<file path="src/rtl/muldiv_unit_if.sv">
// EX-stage <-> multiply/divide unit signal bundle.
// master = pipeline side, slave = muldiv_unit.
interface muldiv_unit_if #(
  parameter int WIDTH = 32
);
  logic             valid_i;
  logic [1:0]       aluop;
  logic [5:0]       funct;
  logic [WIDTH-1:0] a;
  logic [WIDTH-1:0] b;
  logic             flush_i;
  logic             stall_o;
  logic             busy_o;
  logic             md_sel;
  logic [WIDTH-1:0] rdata;
  logic [WIDTH-1:0] hi_o;
  logic [WIDTH-1:0] lo_o;

  modport master (
    output valid_i, aluop, funct, a, b, flush_i,
    input  stall_o, busy_o, md_sel, rdata, hi_o, lo_o
  );
  modport slave (
    input  valid_i, aluop, funct, a, b, flush_i,
    output stall_o, busy_o, md_sel, rdata, hi_o, lo_o
  );
endinterface

</file>
<file path="src/rtl/muldiv_unit.sv">
// Iterative radix-2 MIPS multiply/divide unit with HI/LO registers.
// Define MDU_DIV_EN to build the restoring divider; otherwise div/divu are no-ops.
module muldiv_unit #(
  parameter int WIDTH = 32,
  parameter int CNT_W = 6
) (
  input logic           clk,
  input logic           rst_n,
  muldiv_unit_if.slave  bus
);
  localparam logic [1:0] S_IDLE  = 2'd0;
  localparam logic [1:0] S_MUL   = 2'd1;
  localparam logic [5:0] F_MFHI  = 6'b010000;
  localparam logic [5:0] F_MTHI  = 6'b010001;
  localparam logic [5:0] F_MFLO  = 6'b010010;
  localparam logic [5:0] F_MTLO  = 6'b010011;
  localparam logic [5:0] F_MULT  = 6'b011000;
  localparam logic [5:0] F_MULTU = 6'b011001;
`ifdef MDU_DIV_EN
  localparam logic [1:0] S_DIV   = 2'd2;
  localparam logic [5:0] F_DIV   = 6'b011010;
  localparam logic [5:0] F_DIVU  = 6'b011011;
`endif

  function automatic logic [WIDTH-1:0] mag(input logic [WIDTH-1:0] v, input logic sgn);
    return (sgn & v[WIDTH-1]) ? -v : v;
  endfunction

  logic [1:0]       state_q, state_d;
  logic [CNT_W-1:0] cnt_q, cnt_d;
  logic [WIDTH-1:0] hi_q, hi_d, lo_q, lo_d;
  logic [WIDTH-1:0] acc_hi_q, acc_hi_d, acc_lo_q, acc_lo_d, op_q, op_d;
  logic             neg_q, neg_d;

  logic is_r, is_mul, is_div, is_mf, is_mt, md_access, busy, sgn, start;
  logic [WIDTH:0]     mul_sum;
  logic [2*WIDTH-1:0] mul_p, mul_res;

  assign is_r      = bus.valid_i & (bus.aluop == 2'b10);
  assign is_mul    = is_r & ((bus.funct == F_MULT) | (bus.funct == F_MULTU));
  assign is_mf     = is_r & ((bus.funct == F_MFHI) | (bus.funct == F_MFLO));
  assign is_mt     = is_r & ((bus.funct == F_MTHI) | (bus.funct == F_MTLO));
`ifdef MDU_DIV_EN
  assign is_div    = is_r & ((bus.funct == F_DIV) | (bus.funct == F_DIVU));
`else
  assign is_div    = 1'b0;
`endif
  assign md_access = is_mul | is_div | is_mf | is_mt;
  assign busy      = (state_q != S_IDLE);
  assign sgn       = ~bus.funct[0];
  assign start     = ~busy & ~bus.stall_o & ~bus.flush_i;

  assign bus.stall_o = md_access & busy;
  assign bus.busy_o  = busy;
  assign bus.md_sel  = is_mf;
  assign bus.rdata   = is_mf ? (bus.funct[1] ? lo_q : hi_q) : '0;
  assign bus.hi_o    = hi_q;
  assign bus.lo_o    = lo_q;

  // Shift-add: acc_hi accumulates, acc_lo holds the shrinking multiplier and
  // collects product low bits from the top.
  assign mul_sum = {1'b0, acc_hi_q} + (acc_lo_q[0] ? {1'b0, op_q} : '0);
  assign mul_p   = {mul_sum, acc_lo_q[WIDTH-1:1]};
  assign mul_res = neg_q ? -mul_p : mul_p;

`ifdef MDU_DIV_EN
  logic             negr_q, negr_d, dz_q, dz_d;
  logic [WIDTH:0]   div_tmp;
  logic             div_ge;
  logic [WIDTH-1:0] div_rem, div_quo;

  // Restoring step: acc_hi is the partial remainder, acc_lo shifts dividend
  // bits out of the top and quotient bits in at the bottom.
  assign div_tmp = {acc_hi_q, acc_lo_q[WIDTH-1]};
  assign div_ge  = (div_tmp >= {1'b0, op_q});
  assign div_rem = div_ge ? WIDTH'(div_tmp - {1'b0, op_q}) : div_tmp[WIDTH-1:0];
  assign div_quo = {acc_lo_q[WIDTH-2:0], div_ge};
`endif

  always_comb begin
    state_d  = state_q;
    cnt_d    = cnt_q;
    hi_d     = hi_q;
    lo_d     = lo_q;
    acc_hi_d = acc_hi_q;
    acc_lo_d = acc_lo_q;
    op_d     = op_q;
    neg_d    = neg_q;
`ifdef MDU_DIV_EN
    negr_d   = negr_q;
    dz_d     = dz_q;
`endif
    case (state_q)
      S_MUL: begin
        if (bus.flush_i) state_d = S_IDLE;
        else begin
          {acc_hi_d, acc_lo_d} = mul_p;
          if (cnt_q == '0) begin
            {hi_d, lo_d} = mul_res;
            state_d      = S_IDLE;
          end else cnt_d = cnt_q - CNT_W'(1);
        end
      end
`ifdef MDU_DIV_EN
      S_DIV: begin
        if (bus.flush_i) state_d = S_IDLE;
        else begin
          acc_hi_d = div_rem;
          acc_lo_d = div_quo;
          if (cnt_q == '0) begin
            // Divide by zero keeps the raw all-ones quotient regardless of sign.
            lo_d    = (neg_q & ~dz_q) ? -div_quo : div_quo;
            hi_d    = negr_q ? -div_rem : div_rem;
            state_d = S_IDLE;
          end else cnt_d = cnt_q - CNT_W'(1);
        end
      end
`endif
      default: begin
        if (start) begin
          if (is_mul) begin
            state_d  = S_MUL;
            cnt_d    = CNT_W'(WIDTH-1);
            acc_hi_d = '0;
            acc_lo_d = mag(bus.b, sgn);
            op_d     = mag(bus.a, sgn);
            neg_d    = sgn & (bus.a[WIDTH-1] ^ bus.b[WIDTH-1]);
          end
`ifdef MDU_DIV_EN
          if (is_div) begin
            state_d  = S_DIV;
            cnt_d    = CNT_W'(WIDTH-1);
            acc_hi_d = '0;
            acc_lo_d = mag(bus.a, sgn);
            op_d     = mag(bus.b, sgn);
            neg_d    = sgn & (bus.a[WIDTH-1] ^ bus.b[WIDTH-1]);
            negr_d   = sgn & bus.a[WIDTH-1];
            dz_d     = (bus.b == '0);
          end
`endif
          if (is_mt) begin
            if (bus.funct[1]) lo_d = bus.a;
            else              hi_d = bus.a;
          end
        end
      end
    endcase
  end

  always_ff @(posedge clk or negedge rst_n) begin
    if (!rst_n) begin
      state_q  <= S_IDLE;
      cnt_q    <= '0;
      hi_q     <= '0;
      lo_q     <= '0;
      acc_hi_q <= '0;
      acc_lo_q <= '0;
      op_q     <= '0;
      neg_q    <= 1'b0;
`ifdef MDU_DIV_EN
      negr_q   <= 1'b0;
      dz_q     <= 1'b0;
`endif
    end else begin
      state_q  <= state_d;
      cnt_q    <= cnt_d;
      hi_q     <= hi_d;
      lo_q     <= lo_d;
      acc_hi_q <= acc_hi_d;
      acc_lo_q <= acc_lo_d;
      op_q     <= op_d;
      neg_q    <= neg_d;
`ifdef MDU_DIV_EN
      negr_q   <= negr_d;
      dz_q     <= dz_d;
`endif
    end
  end
endmodule

</file>
<file path="src/flat_wrapper.sv">
// flat-port wrapper written by rule: the top's interface ports become plain ports
module muldiv_unit_flat 
#(
  parameter int WIDTH = 32,
  parameter int CNT_W = 6
)
  (clk, rst_n, bus_valid_i, bus_aluop, bus_funct, bus_a, bus_b, bus_flush_i, bus_stall_o, bus_busy_o, bus_md_sel, bus_rdata, bus_hi_o, bus_lo_o);
  muldiv_unit_if #(.WIDTH(WIDTH)) bus_i ();
  input logic clk;
  input logic rst_n;
  input wire logic [$bits(bus_i.valid_i)-1:0] bus_valid_i;
  input wire logic [$bits(bus_i.aluop)-1:0] bus_aluop;
  input wire logic [$bits(bus_i.funct)-1:0] bus_funct;
  input wire logic [$bits(bus_i.a)-1:0] bus_a;
  input wire logic [$bits(bus_i.b)-1:0] bus_b;
  input wire logic [$bits(bus_i.flush_i)-1:0] bus_flush_i;
  output wire logic [$bits(bus_i.stall_o)-1:0] bus_stall_o;
  output wire logic [$bits(bus_i.busy_o)-1:0] bus_busy_o;
  output wire logic [$bits(bus_i.md_sel)-1:0] bus_md_sel;
  output wire logic [$bits(bus_i.rdata)-1:0] bus_rdata;
  output wire logic [$bits(bus_i.hi_o)-1:0] bus_hi_o;
  output wire logic [$bits(bus_i.lo_o)-1:0] bus_lo_o;
  assign bus_i.valid_i = bus_valid_i;
  assign bus_i.aluop = bus_aluop;
  assign bus_i.funct = bus_funct;
  assign bus_i.a = bus_a;
  assign bus_i.b = bus_b;
  assign bus_i.flush_i = bus_flush_i;
  assign bus_stall_o = bus_i.stall_o;
  assign bus_busy_o = bus_i.busy_o;
  assign bus_md_sel = bus_i.md_sel;
  assign bus_rdata = bus_i.rdata;
  assign bus_hi_o = bus_i.hi_o;
  assign bus_lo_o = bus_i.lo_o;
  muldiv_unit #(.WIDTH(WIDTH), .CNT_W(CNT_W)) u_core (.clk(clk), .rst_n(rst_n), .bus(bus_i));
endmodule
</file>
<file path="config.mk">
export PLATFORM = sky130hd
export DESIGN_NAME = muldiv_unit_flat
export DESIGN_NICKNAME = d
export VERILOG_FILES = /design/src/rtl/muldiv_unit_if.sv /design/src/rtl/muldiv_unit.sv /design/src/flat_wrapper.sv
export SDC_FILE = /design/constraint.sdc
export NUM_CORES = 1
export LEC_CHECK = 0
export CORE_MARGIN = 1
export CORE_UTILIZATION = 36
export CTS_CLUSTER_DIAMETER = 80
export DETAILED_ROUTE_END_ITERATION = 12
export GPL_TIMING_DRIVEN = 1
export SLEW_MARGIN = 10
export SYNTH_ARGS = -nofsm -noshare
export SYNTH_HDL_FRONTEND = slang
export SYNTH_SLANG_ARGS = --single-unit
</file>
<file path="constraint.sdc">
create_clock -name clk -period 5 [get_ports clk]
set_clock_uncertainty 0.2 [all_clocks]
set_input_delay 0.75 -clock clk [delete_from_list [all_inputs] [get_ports clk]]
set_output_delay 0.75 -clock clk [all_outputs]
set_load 0.02 [all_outputs]
</file>
* Yosys cells after proc, flatten, opt, wreduce, memory -nomap -nowiden
Cells that the tools add are included.
** Storage, ports and cells
- Flip-flop bits (word level) :: 169
- Word-level logic and storage cells :: 95
- Output and inout port bits :: 99
** Operators by class
- Add/subtract/negate cells :: 5
- Multiplexer cells :: 36
- Bitwise gates (word level) :: 21
- Equality and inequality tests :: 13
- Reduce and logical (&&, ||, !) cells :: 12
** Operators with widths (number)
- two-way mux 32 bit :: 25
- two-way mux 64 bit :: 1
- negator 32 bit :: 2
- negator 64 bit :: 1
- == test 6 x 5 -> 1 bit, second input constant :: 6
- adder 32 x 33 -> 33 bit :: 1
- two-way mux 6 bit :: 5
- AND 1 bit :: 10
- two-way mux 2 bit :: 5
- AND reduction 5 bit :: 2
- nonzero test 2 bit :: 5
- AND reduction 3 bit :: 3
- logical NOT 6 bit :: 1
- subtractor 6 x 1 -> 6 bit, second input constant :: 1
- NOT 1 bit :: 5
- bitwise OR 1 bit :: 5
- inequality test 2 x 1 -> 1 bit, second input constant :: 2
- inequality test 2 bit, second input constant :: 2
- AND reduction 4 bit :: 1
- inequality test 3 x 2 -> 1 bit, second input constant :: 1
- == test 2 x 1 -> 1 bit, second input constant :: 1
- == test 2 bit, second input constant :: 1
- bitwise XOR 1 bit :: 1

* Logic depth before layout (Yosys ltp)
Gate-level depths: netlist of the first run.
- Word-level depth :: 11
- Depth in mapped cells :: 16
- Gate-level depth less buffers :: 14

* Worst setup path before layout of the first run
No wires, ideal clock.
- Path kind :: register to register
- From :: register u_core.acc_lo_q[0]
- To :: register u_core.hi_q[22] (netlist: u_core.bus.hi_o[22])
- Setup time :: 122 ps
- Data required time :: 4678 ps
- Data arrival time :: 3992 ps
- Setup slack :: 686 ps
- Stages on the path, launching flop included :: 14
- Cell sequence :: dfrtp_1 -> clkbuf_1 -> and2_1 -> ha_1 -> clkbuf_1 -> nand2_1 -> o31ai_1 -> a22oi_1 -> o41ai_1 -> xor2_1 -> or2_2 -> or4_4 -> a211o_1 -> a32o_1
** Between the ends
- Cells in the longest elaborated chain, start to end :: 7
** RTL lines
- start, declared :: line muldiv_unit.sv:32 : logic [WIDTH-1:0] acc_hi_q, acc_hi_d, acc_lo_q, acc_lo_d, op_q, op_d;
- start signal, assigned :: line muldiv_unit.sv:170 : acc_lo_q <= acc_lo_d;
- two-way mux 32 bit (*) :: line muldiv_unit.sv:62 : assign mul_sum = {1'b0, acc_hi_q} + (acc_lo_q[0] ? {1'b0, op_q} : '0);
- adder 32 x 33 -> 33 bit (*) :: line muldiv_unit.sv:62
- negator 64 bit :: line muldiv_unit.sv:64 : assign mul_res = neg_q ? -mul_p : mul_p;
- two-way mux 64 bit (*) :: line muldiv_unit.sv:64
- two-way mux 32 bit (*) :: line muldiv_unit.sv:98 : if (cnt_q == '0) begin
- two-way mux 32 bit (*) :: line muldiv_unit.sv:95 : if (bus.flush_i) state_d = S_IDLE;
- two-way mux 32 bit (*) :: line muldiv_unit.sv:93 : case (state_q)
- end signal, assigned :: line muldiv_unit.sv:167 : hi_q <= hi_d;
- end, declared :: line muldiv_unit.sv:31 : logic [WIDTH-1:0] hi_q, hi_d, lo_q, lo_d;
Every way passes the cells marked *; elsewhere a longest branch is shown, timed or not. The select of a mux whose other input is x is not followed.
A chain may end at the register's enable or synchronous reset.

* Worst setup path in the final report of the first run
- From :: register u_core.acc_lo_q[0]
- To :: register u_core.hi_q[30] (netlist: u_core.bus.hi_o[30])
Same word-level chain as after synthesis.

==> results.tsv, run 1 <==
metric	value	unit
worst_path_largest_cell_delay	0.68	ns
rsz0062_at_grt	no	
wl_per_cell	18.8	µm
power	3.53	mW
synthFlopType	dfrtp_1	
synthCells	1494	
grt_first_pass_wirelength	61.7	mm
drt_iter0_markers	1050	
power.leakage	6.40	nW
powerDensity	234	nW/µm²
yosysTopAreaCell	dfrtp_1	
antenna_found_initial	0	
crit_path_end	u_core.bus.hi_o[30]$_DFFE_PN0P_	
critPathTopFamily	compound AO/OA/AOI/OAI gates	
grt_usage	23.3	%
cap_violations	0	
cp.required	5.12	ns
synth.area.top_cells	dfrtp_1 35%, o21ai_0 7.7%, nand2_1 6.0%	
synth.avg_cell_area	8.14	µm²
rr_startpoint	u_core.acc_lo_q[0]$_DFFE_PN0P_	
die_y	186	µm
cp.buffers_inverters	2	
diodes	0	
synth_top_cell_area_share	34.6	%
fmaxAchievable	215	MHz
clock-root-buffer	clkbuf_16	
drive_gt1_share	6.34	%
worstPathMaxFanout	31	
grt_overflow	0	
end_kind	flip-flop	
pin_count	175	
clock-sinks	168	
nets	1755	
fin_crit_sh	93.0	%
worst_pin_slew	0.928	ns
setup_viol	0	
dieArea	34500	µm²
worstSetupStartpointType	flip-flop	
grt_pass1_vias	10700	
cts_tree	yes	
async_flop_share	100	%
clkSlewWorstSetupHoldPaths	0.07	ns
final-max-slew-violation-count	0	
synthesis.nets	1607	
worstSetupPathType	flip-flop to flip-flop	
r2r_end	u_core.bus.hi_o[30]$_DFFE_PN0P_	
period_needed	4.65	ns
yosysSeqAreaShare	34.6	%
cp_common_cell	buf_4	
reg2reg_slack	0.35	ns
clk_latency	0.44	ns
antenna_left	0	
portBuffers	174	
multi_input_area	7580	µm²
startpoint	u_core.acc_lo_q[0]$_DFFE_PN0P_	
vdd_drop_max	225	µV
core-area	32900	µm²
timing.hold.ws	0.179	ns
h-tree-depth	4	
reg2reg_depth	15	
numCtsBuffers	17	
synth_warnings	0	
hold_viol	0	
synth_edf_count	0	
drc	0	
viasPerCell	5.50	
synthToLayoutAreaGrowth	24.0	%
synthesis.area	12200	µm²
start_util	37.0	%
relSlewSlack	38.1	%
dp_hpwl	29.3	mm
ys_ff_latch	168	
fp-row-count	66	
die-width	186	µm
hp-class	input port to asynchronous set/reset pin	
final-seq-area	4210	µm²
cts_buffer_depth	2	
ys_types	68	
crit_chain	buf_4 > and2_1 > ha_1 > a21o_1 > nand4_1 > a2111oi_0 > o31a_1 > o211ai_1 > a211oi_1 > buf_4 > nand3_1 > or4_4 > o31ai_1 > xor2_1 > a21oi_1	
finalSetupTns	0	ns
status	finished clean	
worst_path_max_delay_cell	a2111oi_0	
grt_max_degree	97	
vias	11500	
worstPathArrival	4.77	ns
worstSetupPathDepth	15	
fill_cells	3299	
gp_congestion	0.929	
drt-total-wl	39.5	mm
first_pass_iters	5	
==> stage by stage <==
| stage | util (%) | setup slack [ns] | instance area, µm² | instances |
|---|---|---|---|---|
| 4_1_cts | 45.9 | 0.400 | 15100 | 2097 |
| 3_3_place_gp | 44.1 | 0.527 | 14500 | 2065 |
| 3_5_place_dp | 44.1 | 0.427 | 14500 | 2065 |
| 6_report | 45.9 | 0.352 | 15100 | 2097 |
| 2_1_floorplan | - | 0.686 | 12200 | 1494 |
| 5_1_grt | 45.9 | 0.0256 | 15100 | 2097 |
==> routing by layer <==
| layer | wire length, µm | vias to the layer above | global-route usage (%) |
|---|---|---|---|
| met5 | 0 | - | 0 |
| met4 | 700 | 0 | 6.66 |
| met3 | 1860 | 42 | 2.68 |
| met2 | 17800 | 318 | 35.7 |
| met1 | 19100 | 5505 | 34.1 |
| li1 | - | 5670 | - |
==> cell usage in the layout (no fill, tap or decap), types with 6 or more instances in the layout <==
master and count:
xor2_1 69, or4_1 10, inv_1 22, nand2b_1 18, mux2_2 7, nor2_1 135
ha_1 36, o211ai_1 6, a31oi_1 14, nand2_1 192, a211oi_1 27, nor4_1 14
o31ai_1 24, clkdlybuf4s50_1 172, o41ai_1 8, a21o_1 37, dfrtp_1 167, or3_1 16
and2_1 41, xnor2_1 61, o21ai_0 186, nand4_1 10, a22o_1 22, mux2i_1 43
a21oi_1 103, nand3_1 15, nor3_1 32, buf_4 40, clkbuf_16 17
==> Yosys cell counts, types with 5 or more instances <==
cell / number
nor3_1: 32
o21ai_0: 187
xnor2_1: 61
a31oi_1: 14
ha_1: 36
and2_1: 41
o41ai_1: 8
a22o_1: 22
a21o_1: 37
clkbuf_1: 80
nand3_1: 15
a211oi_1: 27
or3_1: 16
nand4_1: 10
a21oi_1: 105
nand2b_1: 18
nor2_1: 135
nand2_1: 193
mux2_2: 7
or4_1: 10
dfrtp_1: 168
inv_1: 22
o221ai_1: 5
or2_2: 5
o31ai_1: 24
o211ai_1: 6
mux2i_1: 43
nor4_1: 14
xor2_1: 69
o21a_1: 5
buf_1: 7
==> worst min path at each step <==
stage	end	slack, ns	cells after the start
2_1_floorplan	u_core.op_q[31]$_DFFE_PN0P_	0.24	2
3_3_place_gp	u_core.op_q[17]$_DFFE_PN0P_	0.25	2
3_5_place_dp	u_core.op_q[18]$_DFFE_PN0P_	0.26	2
4_1_cts	u_core.bus.lo_o[6]$_DFFE_PN0P_	0.25	1
5_1_grt	u_core.bus.lo_o[6]$_DFFE_PN0P_	0.26	1
6_report	u_core.bus.lo_o[6]$_DFFE_PN0P_	0.18	1
==> where the power goes <==
part | total [mW] | switching, mW | internal, mW
Combinational | 0.639 | 0.354 | 0.285
Clock | 1.34 | 0.590 | 0.752
Sequential | 1.55 | 0.108 | 1.44
Total | 3.53 | 1.05 | 2.48
==> state kept, by name, summed over array words and instances, names as in the netlist <==
register,flops
u_core.acc_hi_q,32
u_core.acc_lo_q,32
u_core.bus.hi_o,32
u_core.state_q,1
u_core.op_q,32
u_core.bus.lo_o,32
u_core.neg_q,1
u_core.cnt_q,6
==> kinds of logic after synthesis <==
family / share of synthesized area [%]
multiplexers: 4.19
AO/OA/AOI/OAI: 24.5
adder cells (fa/ha/maj): 3.87
AND/OR/NAND/NOR: 20.1
XOR/XNOR: 9.37
buffers and inverters: 3.40
flip-flops: 34.6
==> layout make-up <==
cell class	instances	share of cell area, %
Multi-Input combinational cell	1216	50.3
Sequential cell	168	27.9
Timing Repair Buffer	216	13.8
Tap cell	442	3.67
Clock buffer	22	3.01
Clock inverter	10	0.797
Inverter	23	0.573
==> what timing repair did <==
action / 4_1_cts / 5_1_grt
endpoints found under the setup margin: 0 / 2
hold buffers: 0 / 0
gates resized for setup: 0 / 1
setup buffers: 0 / 0
Power figures use the tool's default switching activity.
==> inputs of run 2 (changes only) <==
--- a/config.mk
+++ b/config.mk
@@ -5,11 +5,14 @@
 export SDC_FILE = /design/constraint.sdc
 export NUM_CORES = 1
 export LEC_CHECK = 0
+export CELL_PAD_IN_SITES_DETAIL_PLACEMENT = 1
+export CELL_PAD_IN_SITES_GLOBAL_PLACEMENT = 1
 export CORE_MARGIN = 1
 export CORE_UTILIZATION = 36
 export CTS_CLUSTER_DIAMETER = 80
 export DETAILED_ROUTE_END_ITERATION = 12
 export GPL_TIMING_DRIVEN = 1
+export PLACE_DENSITY_LB_ADDON = 0.1
 export SLEW_MARGIN = 10
 export SYNTH_ARGS = -nofsm -noshare
 export SYNTH_HDL_FRONTEND = slang
==> results.tsv, run 2 (same netlist as run 1, synthesis figures left out) <==
metric	value	unit	change
wl_per_cell	21.4	µm	+14%
drive_gt1_share	6.35	%	about the same
portBuffers	174		unchanged
antenna_left	0		unchanged
combPwrFrac	17.8	%	-0.3 points
cp.required	5.14	ns	+0.02 ns
start_util	37.0	%	unchanged
worst_path_largest_cell_delay	0.47	ns	-0.21 ns
core-area	32900	µm²	unchanged
rr_startpoint	u_core.acc_lo_q[0]$_DFFE_PN0P_		
worstSetupPathType	flip-flop to flip-flop		
clkSlewWorstSetupHoldPaths	0.07	ns	about the same
grt_overflow	0		unchanged
switching_share	28.9	%	-0.86 points
power_switching	1.08	mW	+2.5%
r2r_end	u_core.bus.hi_o[30]$_DFFE_PN0P_		
first_pass_iters	4		-1
worstPathMaxFanout	28		-9.7%
synthToLayoutAreaGrowth	24.6	%	
vdd_drop_max	240	µV	+6.5%
h-tree-depth	4		unchanged
clock-sinks	168		unchanged
power.leakage	6.43	nW	+0.35%
worstSetupStartpointType	flip-flop		
place_worst_setup_slack	0.402	ns	-0.0249 ns
relSlewSlack	28.3	%	-9.8 points
final-max-slew-violation-count	0		unchanged
clock-root-buffer	clkbuf_16		
nets	1754		-0.057%
hp-class	input port to asynchronous set/reset pin		
cts_buffer_depth	2		unchanged
finalSetupTns	0	ns	unchanged
cts_hold_buffers	0		unchanged
fin_crit_sh	93.1	%	+0.17 points
end_kind	flip-flop		
rsz0062_at_grt	no		
grt_first_pass_wirelength	70.0	mm	+13%
cts_tree	yes		
post_cts_buffers	0		unchanged
pwr-share-clk	40.5	%	+2.5 points
worstPathArrival	4.79	ns	+0.02 ns
cap_violations	0		unchanged
cts_resized	0		unchanged
fmaxAchievable	215	MHz	-0.19%
reg2reg_slack	0.34	ns	about the same
viasPerCell	5.65		+2.7%
setup_viol	0		unchanged
hold_viol	0		unchanged
gp_congestion	0.896		-3.5%
die-width	186	µm	unchanged
critPathTopFamily	simple AND/OR/NAND/NOR gates		
powerDensity	246	nW/µm²	+5.1%
grt_usage	26.6	%	+3.4 points
reg2reg_depth	14		-1
dieArea	34500	µm²	unchanged
final-seq-area	4210	µm²	unchanged
die_y	186	µm	unchanged
diodes	0		unchanged
timing.hold.ws	0.241	ns	+0.0620 ns
cp.buffers_inverters	1		-1
fp-row-count	66		unchanged
worst_path_max_delay_cell	or4_4		
drc	0		unchanged
status	finished clean		
drt_iter0_markers	759		-28%
internal_power	2.65	mW	+6.8%
multi_input_area	7580	µm²	about the same
dp_hpwl	33.8	mm	+15%
worst_pin_slew	1.07	ns	+0.147 ns
final.setup.worst_slack	0.343	ns	-0.00870 ns
layout_common_cells	192 x nand2_1, 186 x o21ai_0, 172 x clkdlybuf4s50_1		
fill_cells	3974		+20%
crit_chain	buf_4 > and2_1 > ha_1 > nand2_1 > or3_1 > nor2_1 > a21boi_0 > o21ai_0 > and2_1 > or3_1 > or4_4 > o31ai_1 > xor2_1 > a21oi_1		
clk_latency	0.45	ns	about the same
grt_max_degree	106		+9.3%
antenna_found_initial	0		unchanged
layout_commonest_cell	nand2_1		
seq_power_share	41.7	%	-2.2 points
period_needed	4.66	ns	+0.00870 ns
grt_pass1_vias	11900		+11%
numCtsBuffers	17		unchanged
pin_count	175		unchanged
drt-total-wl	44.9	mm	+14%
vias	11800		+2.6%
[run 2: how the worst max path moves through the flow]
stage                                   start                               to  slack (ns)  cells past startpoint
5_1_grt        u_core.acc_lo_q[0]$_DFFE_PN0P_  u_core.bus.hi_o[25]$_DFFE_PN0P_        0.01                     14
3_3_place_gp   u_core.acc_lo_q[0]$_DFFE_PN0P_  u_core.bus.hi_o[30]$_DFFE_PN0P_        0.50                     14
3_5_place_dp   u_core.acc_lo_q[0]$_DFFE_PN0P_  u_core.bus.hi_o[30]$_DFFE_PN0P_        0.40                     14
2_1_floorplan  u_core.acc_lo_q[0]$_DFFE_PN0P_  u_core.bus.hi_o[22]$_DFFE_PN0P_        0.69                     13
6_report       u_core.acc_lo_q[0]$_DFFE_PN0P_  u_core.bus.hi_o[30]$_DFFE_PN0P_        0.34                     14
4_1_cts        u_core.acc_lo_q[0]$_DFFE_PN0P_  u_core.bus.hi_o[30]$_DFFE_PN0P_        0.36                     14
[run 2: layout make-up]
cell class                      count  area share (%)
Inverter                           23           0.570
Multi-Input combinational cell   1216            50.1
Clock inverter                     10            1.26
Timing Repair Buffer              215            13.6
Sequential cell                   168            27.8
Tap cell                          442            3.65
Clock buffer                       22            3.06
[run 2: routing by layer]
metal	part of all wire, %	GRT usage (%)
met1	49	38.3
met2	46	42.3
met3	3.5	3.21
met4	1.3	6.20
met5	0	0
[run 2: power groups by stage]
stage | clock [mW] | sequential [mW] | combinational [mW]
after floorplan | 0 | 1.57 | 0.311
after global placement | 0 | 1.57 | 0.648
after detailed placement | 0 | 1.57 | 0.662
after CTS | 1.54 | 1.55 | 0.666
after global routing | 1.59 | 1.56 | 0.726
final | 1.51 | 1.55 | 0.662
[run 2: metrics by stage]
stage	power [mW]	std cells	util, %	cell area, µm²
after floorplan	1.88	1494	-	12200
after global placement	2.22	2064	44.1	14500
after detailed placement	2.24	2064	44.1	14500
after CTS	3.76	2096	46.1	15100
after global routing	3.88	2096	46.1	15100
final	3.72	2096	46.1	15100
